===== src/rtl/display_pkg.sv =====
// ---------------------------------------------------------------------------
// display_pkg
// Shared definitions for the 7-segment display path.
//   seg_t          : 7-bit segment vector ordered {g,f,e,d,c,b,a}, active-high
//   SEG_0..SEG_9   : glyphs for the decimal digits
//   SEG_E          : glyph shown for any nibble that is not a valid BCD digit
//   SEG_OFF        : all segments dark
// ---------------------------------------------------------------------------
package display_pkg;

  typedef logic [6:0] seg_t;

  localparam seg_t SEG_0   = 7'h3F;
  localparam seg_t SEG_1   = 7'h06;
  localparam seg_t SEG_2   = 7'h5B;
  localparam seg_t SEG_3   = 7'h4F;
  localparam seg_t SEG_4   = 7'h66;
  localparam seg_t SEG_5   = 7'h6D;
  localparam seg_t SEG_6   = 7'h7D;
  localparam seg_t SEG_7   = 7'h07;
  localparam seg_t SEG_8   = 7'h7F;
  localparam seg_t SEG_9   = 7'h6F;
  localparam seg_t SEG_E   = 7'h79;
  localparam seg_t SEG_OFF = 7'h00;

endpackage


===== src/rtl/bcd_to_seg.sv =====
// ---------------------------------------------------------------------------
// bcd_to_seg
// Combinational BCD nibble to 7-segment decoder. Output is active-high;
// the caller applies board polarity.
//   nibble : 4-bit BCD code
//   seg    : {g,f,e,d,c,b,a}; codes above 9 show 'E'
// ---------------------------------------------------------------------------
module bcd_to_seg
  import display_pkg::*;
(
  input  logic [3:0] nibble,
  output seg_t       seg
);

  // Plain lookup; every non-decimal code falls into the 'E' glyph.
  always_comb begin
    seg = SEG_E;
    case (nibble)
      4'd0:    seg = SEG_0;
      4'd1:    seg = SEG_1;
      4'd2:    seg = SEG_2;
      4'd3:    seg = SEG_3;
      4'd4:    seg = SEG_4;
      4'd5:    seg = SEG_5;
      4'd6:    seg = SEG_6;
      4'd7:    seg = SEG_7;
      4'd8:    seg = SEG_8;
      4'd9:    seg = SEG_9;
      default: seg = SEG_E;
    endcase
  end

endmodule


===== src/rtl/bcd_display_scanner.sv =====
// ---------------------------------------------------------------------------
// bcd_display_scanner
// Time-multiplexed driver for a NUM_DIGITS-digit 7-segment display. A packed
// BCD word is accepted into a shadow buffer and copied to the active buffer
// only when the scan wraps back to digit 0, so a frame never mixes words.
//   clk, rst_n  : clock, asynchronous active-low reset
//   enable      : 0 darkens all anodes; scanning and buffering keep running
//   bcd_in      : packed BCD, digit 0 in the low nibble
//   bcd_valid   : bcd_in holds a word to take
//   bcd_ready   : shadow buffer free (accept happens on valid && ready)
//   an          : one-hot anode select, polarity per AN_ACTIVE_LOW
//   seg         : {g,f,e,d,c,b,a}, polarity per SEG_ACTIVE_LOW
//   digit_idx   : digit currently being scanned
//   frame_tick  : high during the cycle whose closing edge wraps to digit 0
// ---------------------------------------------------------------------------
module bcd_display_scanner
  import display_pkg::*;
#(
  parameter int NUM_DIGITS     = 4,
  parameter int REFRESH_DIV    = 100000,
  parameter int AN_ACTIVE_LOW  = 1,
  parameter int SEG_ACTIVE_LOW = 1,
  parameter int BLANK_LZ       = 1
) (
  input  logic                          clk,
  input  logic                          rst_n,
  input  logic                          enable,
  input  logic [4*NUM_DIGITS-1:0]       bcd_in,
  input  logic                          bcd_valid,
  output logic                          bcd_ready,
  output logic [NUM_DIGITS-1:0]         an,
  output logic [6:0]                    seg,
  output logic [$clog2(NUM_DIGITS)-1:0] digit_idx,
  output logic                          frame_tick
);

  localparam int IDX_W = $clog2(NUM_DIGITS);
  localparam int PRE_W = $clog2(REFRESH_DIV);

  localparam logic [PRE_W-1:0]      PRE_LAST    = PRE_W'(REFRESH_DIV - 1);
  localparam logic [IDX_W-1:0]      IDX_LAST    = IDX_W'(NUM_DIGITS - 1);
  localparam logic [NUM_DIGITS-1:0] AN_OFF      = (AN_ACTIVE_LOW != 0) ? '1 : '0;
  localparam seg_t                  SEG_OFF_PIN = (SEG_ACTIVE_LOW != 0) ? ~SEG_OFF : SEG_OFF;

  logic [PRE_W-1:0]        prescaler;
  logic [IDX_W-1:0]        idx_q;
  logic [4*NUM_DIGITS-1:0] active;
  logic [4*NUM_DIGITS-1:0] shadow;
  logic                    pending;

  logic                    step;
  logic                    wrap;
  logic [3:0]              cur_nibble;
  logic                    cur_blank;
  logic [NUM_DIGITS-1:0]   onehot;
  seg_t                    digit_seg;
  seg_t                    raw_seg;

  assign step       = (prescaler == PRE_LAST);
  assign wrap       = step && (idx_q == IDX_LAST);
  assign frame_tick = wrap;
  assign bcd_ready  = !pending;
  assign digit_idx  = idx_q;

  // Refresh prescaler and digit pointer; the pointer moves once per period.
  always_ff @(posedge clk or negedge rst_n) begin
    if (!rst_n) begin
      prescaler <= '0;
      idx_q     <= '0;
    end else if (step) begin
      prescaler <= '0;
      idx_q     <= (idx_q == IDX_LAST) ? '0 : idx_q + 1'b1;
    end else begin
      prescaler <= prescaler + 1'b1;
    end
  end

  // Double buffer. Ready drops on accept, so a commit always sees the
  // shadow word in full and accept/commit cannot collide on one word.
  always_ff @(posedge clk or negedge rst_n) begin
    if (!rst_n) begin
      active  <= '0;
      shadow  <= '0;
      pending <= 1'b0;
    end else begin
      if (wrap && pending) begin
        active  <= shadow;
        pending <= 1'b0;
      end else if (bcd_valid && !pending) begin
        shadow  <= bcd_in;
        pending <= 1'b1;
      end
    end
  end

  // Walk the digits from the most significant end so the running
  // "everything above is zero" flag is ready when the lit digit is reached.
  // Codes above 9 count as non-zero and stop the blanking run.
  always_comb begin
    logic upper_zero;
    upper_zero = 1'b1;
    cur_nibble = '0;
    cur_blank  = 1'b0;
    onehot     = '0;
    for (int i = NUM_DIGITS - 1; i >= 0; i--) begin
      upper_zero = upper_zero && (active[4*i +: 4] == 4'd0);
      if (idx_q == IDX_W'(i)) begin
        cur_nibble = active[4*i +: 4];
        cur_blank  = (BLANK_LZ != 0) && (i != 0) && upper_zero;
        onehot[i]  = 1'b1;
      end
    end
  end

  bcd_to_seg u_decode (
    .nibble (cur_nibble),
    .seg    (digit_seg)
  );

  assign raw_seg = cur_blank ? SEG_OFF : digit_seg;

  // Pin registers: anode and segments are captured together from the same
  // digit pointer, so the pins always agree with each other.
  always_ff @(posedge clk or negedge rst_n) begin
    if (!rst_n) begin
      an  <= AN_OFF;
      seg <= SEG_OFF_PIN;
    end else begin
      if (!enable)
        an <= AN_OFF;
      else
        an <= (AN_ACTIVE_LOW != 0) ? ~onehot : onehot;
      seg <= (SEG_ACTIVE_LOW != 0) ? ~raw_seg : raw_seg;
    end
  end

endmodule

===== config.mk =====
export PLATFORM = sky130hd
export DESIGN_NAME = bcd_display_scanner
export DESIGN_NICKNAME = d
export VERILOG_FILES = /design/src/rtl/display_pkg.sv /design/src/rtl/bcd_to_seg.sv /design/src/rtl/bcd_display_scanner.sv
export SDC_FILE = /design/constraint.sdc
export NUM_CORES = 1
export LEC_CHECK = 0
export BUFFER_PORTS_ARGS = -buffer_cell sky130_fd_sc_hd__buf_2
export CAP_MARGIN = 20
export CORE_MARGIN = 5
export CORE_UTILIZATION = 44
export CTS_CLUSTER_DIAMETER = 80
export CTS_CLUSTER_SIZE = 14
export DETAILED_ROUTE_END_ITERATION = 7
export PLACE_DENSITY = 0.71
export SYNTH_ARGS = -nofsm -noshare
export SYNTH_HDL_FRONTEND = slang
export SYNTH_HIERARCHICAL = 1
export SYNTH_SLANG_ARGS = --single-unit

===== constraint.sdc =====
create_clock -name clk -period 2.8 [get_ports clk]
set_clock_uncertainty 0.15 [all_clocks]
set_input_delay 0.56 -clock clk [delete_from_list [all_inputs] [get_ports clk]]
set_output_delay 0.56 -clock clk [all_outputs]
set_load 0.005 [all_outputs]

==> results of run 1 <==
## registers in the layout (all words and copies together), names as in the netlist
name and flops:
shadow 16, seg 7, active 16, an 4, digit_idx 2, prescaler 17, pending 1
## synth_stat cells, drive strengths merged
cell | n | area, sq um
a31oi | 1 | 6.260
mux2 | 34 | 416.7
xnor2 | 4 | 35.03
o31ai | 4 | 30.03
and2 | 1 | 6.260
nor3 | 3 | 26.28
ha | 11 | 137.6
inv | 8 | 30.03
dfrtp | 52 | 1301
dfstp | 11 | 289.0
a22o | 1 | 8.760
buf | 4 | 33.78
nor4b | 1 | 8.760
a21oi | 5 | 25.02
a2bb2oi | 1 | 8.760
and3 | 2 | 13.77
o21ai | 3 | 15.01
nor2b | 5 | 31.28
a211o | 1 | 8.760
nor3b | 2 | 15.01
nand4 | 6 | 37.54
xor2 | 9 | 78.83
nand3b | 1 | 7.510
nor4 | 2 | 12.51
or4 | 4 | 33.78
nand2b | 4 | 25.02
and4 | 1 | 8.760
nand3 | 11 | 55.05
a221oi | 2 | 17.52
nor2 | 17 | 63.81
a21o | 4 | 30.03
or2 | 1 | 6.260
clkbuf | 5 | 18.77
nand2 | 22 | 85.09
bufbuf | 1 | 32.53
a22oi | 1 | 12.51
## worst register-to-register path: cells and delay by family, from the launching register on
kind	cells	cell delay [ns]
adder cells (fa/ha/maj)	2	0.64
AO/OA/AOI/OAI	3	0.59
flip-flops	1	0.43
AND/OR/NAND/NOR	3	0.35
buffers and inverters	2	0.25
## cell families (layout without fill, tap and decap cells)
logic type	Yosys count	count (layout)	share of synthesized area, %
flops	63	63	53.49
simple gates	83	83	14.69
mux	34	34	14.02
buf+inv	18	66	3.872
compound gates	23	23	5.472
xor+xnor	13	13	3.830
fa+ha+maj	11	11	4.630
## timing repair
item | CTS | global route
hold endpoints to repair | 15 | 0
setup endpoints to repair | 0 | 2
resized for setup | 0 | 2
hold buffers | 1 | 0
## power breakdown
| part | internal (W) | switching [W] |
|---|---|---|
| clock | 0.000459 | 0.000331 |
| sequential | 0.000939 | 0.0000146 |
| combinational | 0.0000335 | 0.0000275 |
| total | 0.00143 | 0.000373 |
## area by class of cell
cell class	count	area (sq um)
clock inverter	3	42.54
sequential	63	1590
clock buffer	13	158.9
fill	593	3223
inverter	8	30.03
timing repair buffer	42	257.7
multi-input combinational	164	1279
tap	80	100.1
## metal layers
layer | share of wire [%] | wire length [um]
met1 | 45 | 2319
met2 | 49 | 2529
met3 | 4.4 | 226
met4 | 2.3 | 119
met5 | 0 | 0
## cells in the final DEF, fill, tap and decap left out, types with 5 or more instances in the layout
cell / instances
nand3_1: 11
xor2_1: 9
a21oi_1: 5
dfstp_2: 11
buf_4: 5
mux2_2: 25
nand4_1: 6
nor2b_1: 5
mux2_4: 9
buf_2: 34
nand2_1: 21
ha_1: 11
clkbuf_8: 11
inv_1: 8
dfrtp_1: 52
nor2_1: 17
## per-stage QoR
| stage | worst slack (ns) | hold WS, ns | total power, W |
|---|---|---|---|
| 2_1_floorplan | 0.2751 | 0.1144 | 0.0009890 |
| 3_3_place_gp | 0.3849 | 0.3253 | 0.001030 |
| 3_5_place_dp | 0.2417 | 0.3304 | 0.001034 |
| 4_1_cts | 0.1666 | 0.2357 | 0.001829 |
| 5_1_grt | 0.05913 | 0.2488 | 0.001885 |
| 6_report | 0.2745 | 0.2503 | 0.001804 |
## how the worst max path moves through the flow
stage | from | end | slack, ns | cells after the start
after floorplan | digit_idx[0] | seg[3] | 0.28 | 11
after global placement | digit_idx[0] | seg[3] | 0.38 | 10
after detailed placement | digit_idx[0] | seg[3] | 0.24 | 10
after CTS | prescaler[0] | frame_tick | 0.17 | 6
after global routing | prescaler[0] | frame_tick | 0.06 | 6
final | prescaler[0] | frame_tick | 0.27 | 6
==> impl_metrics.yaml, run 1 <==
outcome:
  outcome: "completed"
drt:
  vias_per_cell: 5.078
  finalWirelength_um: 5194
  detail_route.wl_per_cell_um: 13.92
  drtIter0Drc: 37
  drt-pass1-iter-count: 4
  drtAntennaViolNets: 0
  num_vias: 1894
  drc: 0
global_route:
  overflow: 0
  gr-usage-met1_pct: 16.40
  busiest_layer: "met2"
  grt_pass1_wl_um: 9308
  grt_use_met3_pct: 4.266
  antenna_found_initial: 0
  grt.met2_usage_pct: 22.87
  grt_usage_pct: 13.95
  grt_pass1_vias: 1990
  grt_max_degree: 49
yosys:
  synth_nets: 276
  synth_cell_types: 43
  syn_area_sq_um: 2973
  avgSynthCellArea_sq_um: 12.13
  synthCells: 245
  yosysSeqAreaShare_pct: 53.49
  yosys_register_bits: 63
  synth_warnings: 6
timing:
  fmax_mhz: 396.0
  hold_violations: 0
  rsz0062_at_grt: "no"
  relSlewSlack_pct: 73.97
  worst_pin_slew_ns: 0.3904
  tns_ns: 0
  timing.final.crit_period_ns: 2.525
  finalSetupViolCount: 0
  slew_violations: 0
  min_period_over_period_pct: 90.20
worst_setup_path:
  worstReg2RegStart: "digit_idx[0]"
  arrival_ns: 1.82
  worstSetupPathType: "flop to output port"
  worst-path-buf-inv: 1
  rrSetupSlack_ns: 0.34
  crit_family: "simple AND/OR/NAND/NOR gates"
  slowest_delay_ns: 0.44
  path_max_fanout: 7
  reg2reg_to: "seg[3]"
  reg2reg_depth: 10
  slowest_stage: "dfrtp_1"
  critPathRequiredTime_ns: 2.09
  cp-end-kind: "output port"
  worstPathCellList: "ha_1 > nor4b_2 > nand3_1 > nor2_1 > and2_1 > buf_2"
  worstSetupStartpointType: "flop"
place:
  placed_area_sq_um: 3236
  gp_congestion: 0.8909
  hpwl_um: 3746
  dp_cells: 356
  port_buffers: 34
worst_hold_path:
  worstHoldStart: "enable"
  hold-path-endpoint: "an[1]"
  hp-class: "input port to flop"
  whs_path_depth: 2
cts:
  cts.path.max_buffers: 2
  postCtsSetupRepairBufs: 0
  cts_root_buf: "clkbuf_8"
  htree_levels: 3
  cts_made_buffers: 9
  clock_latency_ns: 0.34
  clk_pin_slew_ns: 0.07
  cts_tree: "done"
  cts_num_sinks: 63
power_and_ir_drop:
  ir_drop_mv: 0.1949
  power.density_nw_per_um2: 521.7
  power.leakage_nw: 1.635
floorplanning:
  die_w_um: 92.20
  die_y_um: 92.20
  rows: 30
  core-area_sq_um: 6681
  io_pins: 35
  initial_core_util_pct: 44.49
  die_area_sq_um: 8500
finish:
  antenna_cells: 0
  fin_area_sq_um: 3458
  layout-drive-gt1-share_pct: 36.52
  utilization_pct: 51.76
  stdcell_count: 373
  layout.nets: 319
  syn_to_final_growth_pct: 16.33
run:
  maxCapViolCount: 0
No activity file was read; power rests on OpenSTA's default activity.
==> run 2: changes to the inputs <==
--- a/config.mk
+++ b/config.mk
@@ -13,6 +13,8 @@
 export CTS_CLUSTER_SIZE = 14
 export DETAILED_ROUTE_END_ITERATION = 7
 export PLACE_DENSITY = 0.71
+export RECOVER_POWER = 50
+export SKIP_LAST_GASP = 1
 export SYNTH_ARGS = -nofsm -noshare
 export SYNTH_HDL_FRONTEND = slang
 export SYNTH_HIERARCHICAL = 1
==> impl_metrics.yaml, run 2 (synthesis gave the netlist of run 1 again) <==
outcome:
  outcome: "completed"
drt:
  drc: 0
  drtAntennaViolNets: 0
  finalWirelength_um: 5192
  drt-pass1-iter-count: 4
  num_vias: 1892
  detail_route.wl_per_cell_um: 13.92
  vias_per_cell: 5.072
  drtIter0Drc: 36
floorplanning:
  rows: 30
  initial_core_util_pct: 44.49
  die_w_um: 92.20
  io_pins: 35
  die_area_sq_um: 8500
  die_y_um: 92.20
  core-area_sq_um: 6681
timing:
  tns_ns: 0
  min_period_over_period_pct: 90.15
  worst_pin_slew_ns: 0.8616
  finalSetupViolCount: 0
  slew_violations: 0
  finalHoldWorstSlack_ns: 0.2510
  rsz0062_at_grt: "no"
  setup_ws_ns: 0.2759
  fmax_mhz: 396.2
  relSlewSlack_pct: 42.56
  hold_violations: 0
  timing.final.crit_period_ns: 2.524
cts:
  cts_tree: "done"
  htree_levels: 3
  clk_pin_slew_ns: 0.07
  clock_latency_ns: 0.34
  postCtsSetupRepairBufs: 0
  cts.path.max_buffers: 2
  cts_num_sinks: 63
  cts_root_buf: "clkbuf_8"
  cts_made_buffers: 9
power_and_ir_drop:
  power.leakage_nw: 1.619
  power_w: 0.001800
  ir_drop_mv: 0.1950
  power.density_nw_per_um2: 523.7
finish:
  final_cell_mix: "dfrtp_1 (52), buf_2 (33), mux2_2 (25)"
  layout-drive-gt1-share_pct: 35.49
  layout.nets: 319
  regMostFlops: "prescaler"
  stdcell_count: 373
  syn_to_final_growth_pct: 15.61
  antenna_cells: 0
  mostFrequentLayoutCell: "dfrtp_1"
  top_regs: "prescaler: 17 flops, active: 16 flops, shadow: 16 flops"
  largest_reg_flops: 17
worst_setup_path:
  worstSetupPathType: "flop to output port"
  arrival_ns: 1.81
  critPathRequiredTime_ns: 2.09
  path_max_fanout: 7
  cp-end-kind: "output port"
  worstSetupStartpointType: "flop"
global_route:
  grt_usage_pct: 13.95
  antenna_found_initial: 0
  grt_pass1_vias: 1990
  overflow: 0
  grt_max_degree: 49
  grt_pass1_wl_um: 9308
place:
  place_worst_setup_slack_ns: 0.2417
  hpwl_um: 3746
  dp_cells: 356
  gp_congestion: 0.8909
  port_buffers: 34
worst_hold_path:
  hp-class: "input port to flop"
run:
  maxCapViolCount: 0
[run 2: cell count changes in the layout (fill, tap and decap cells not counted)]
| cell | delta |
|---|---|
| buf_12 | -1 |
| clkbuf_1 | +3 |
| buf_4 | -2 |
| clkbuf_4 | +1 |
| buf_2 | -1 |
[run 2: worst max-delay path, stage by stage, from the launching register on]
cell and delay, ns:
dfrtp_1 0.44, ha_1 0.30, nor4b_2 0.27, nand3_1 0.10, nor2_1 0.13, and2_1 0.14
buf_2 0.11
[run 2: layout make-up]
type                            count  area, sq um
Clock buffer                       13        158.9
Tap cell                           80        100.1
Clock inverter                      3        42.54
Fill cell                         600         3244
Sequential cell                    63         1590
Inverter                            8        30.03
Timing Repair Buffer               42        236.5
Multi-Input combinational cell    164         1279
[run 2: where the power goes]
part | leakage, nW | internal [W] | total, W | switching (W)
Combinational | 0.724 | 0.0000312 | 0.0000583 | 0.0000271
Clock | 0.0996 | 0.000459 | 0.000788 | 0.000329
Sequential | 0.796 | 0.000939 | 0.000954 | 0.0000148
[run 2: metal layers]
| metal | global-route usage [%] | wire (um) | up-vias |
|---|---|---|---|
| met3 | 4.266 | 219 | 12 |
| met4 | 7.302 | 118 | 0 |
| li1 | - | - | 934 |
| met2 | 22.87 | 2545 | 34 |
| met5 | 0 | 0 | - |
| met1 | 16.40 | 2309 | 912 |
[run 2: worst paths after layout]
kind	cells after the start	from	slack (ns)	to
setup / recovery	6	prescaler[0]	0.28	frame_tick
hold / removal	2	enable	0.25	an[1]
setup reg to reg	10	digit_idx[0]	0.33	seg[3]
hold reg to reg	1	prescaler[4]	0.34	prescaler[4]
max in group asynchronous	3	rst_n	0.61	active[7]
min in group asynchronous	2	rst_n	0.69	shadow[13]
[run 2: repair_timing]
item                                   4_1_cts  5_1_grt
hold buffers                                 1        0
endpoints found under the hold margin       15        0
gates resized for setup                      0        2
setup endpoints to repair                    0        2
[run 2: per-stage QoR]
| step | utilization, % | area (sq um) |
|---|---|---|
| final | 51.44 | 3437 |
| after floorplan | - | 2973 |
| after CTS | 51.59 | 3447 |
| after global placement | 48.43 | 3236 |
| after detailed placement | 48.43 | 3236 |
| after global routing | 51.44 | 3437 |
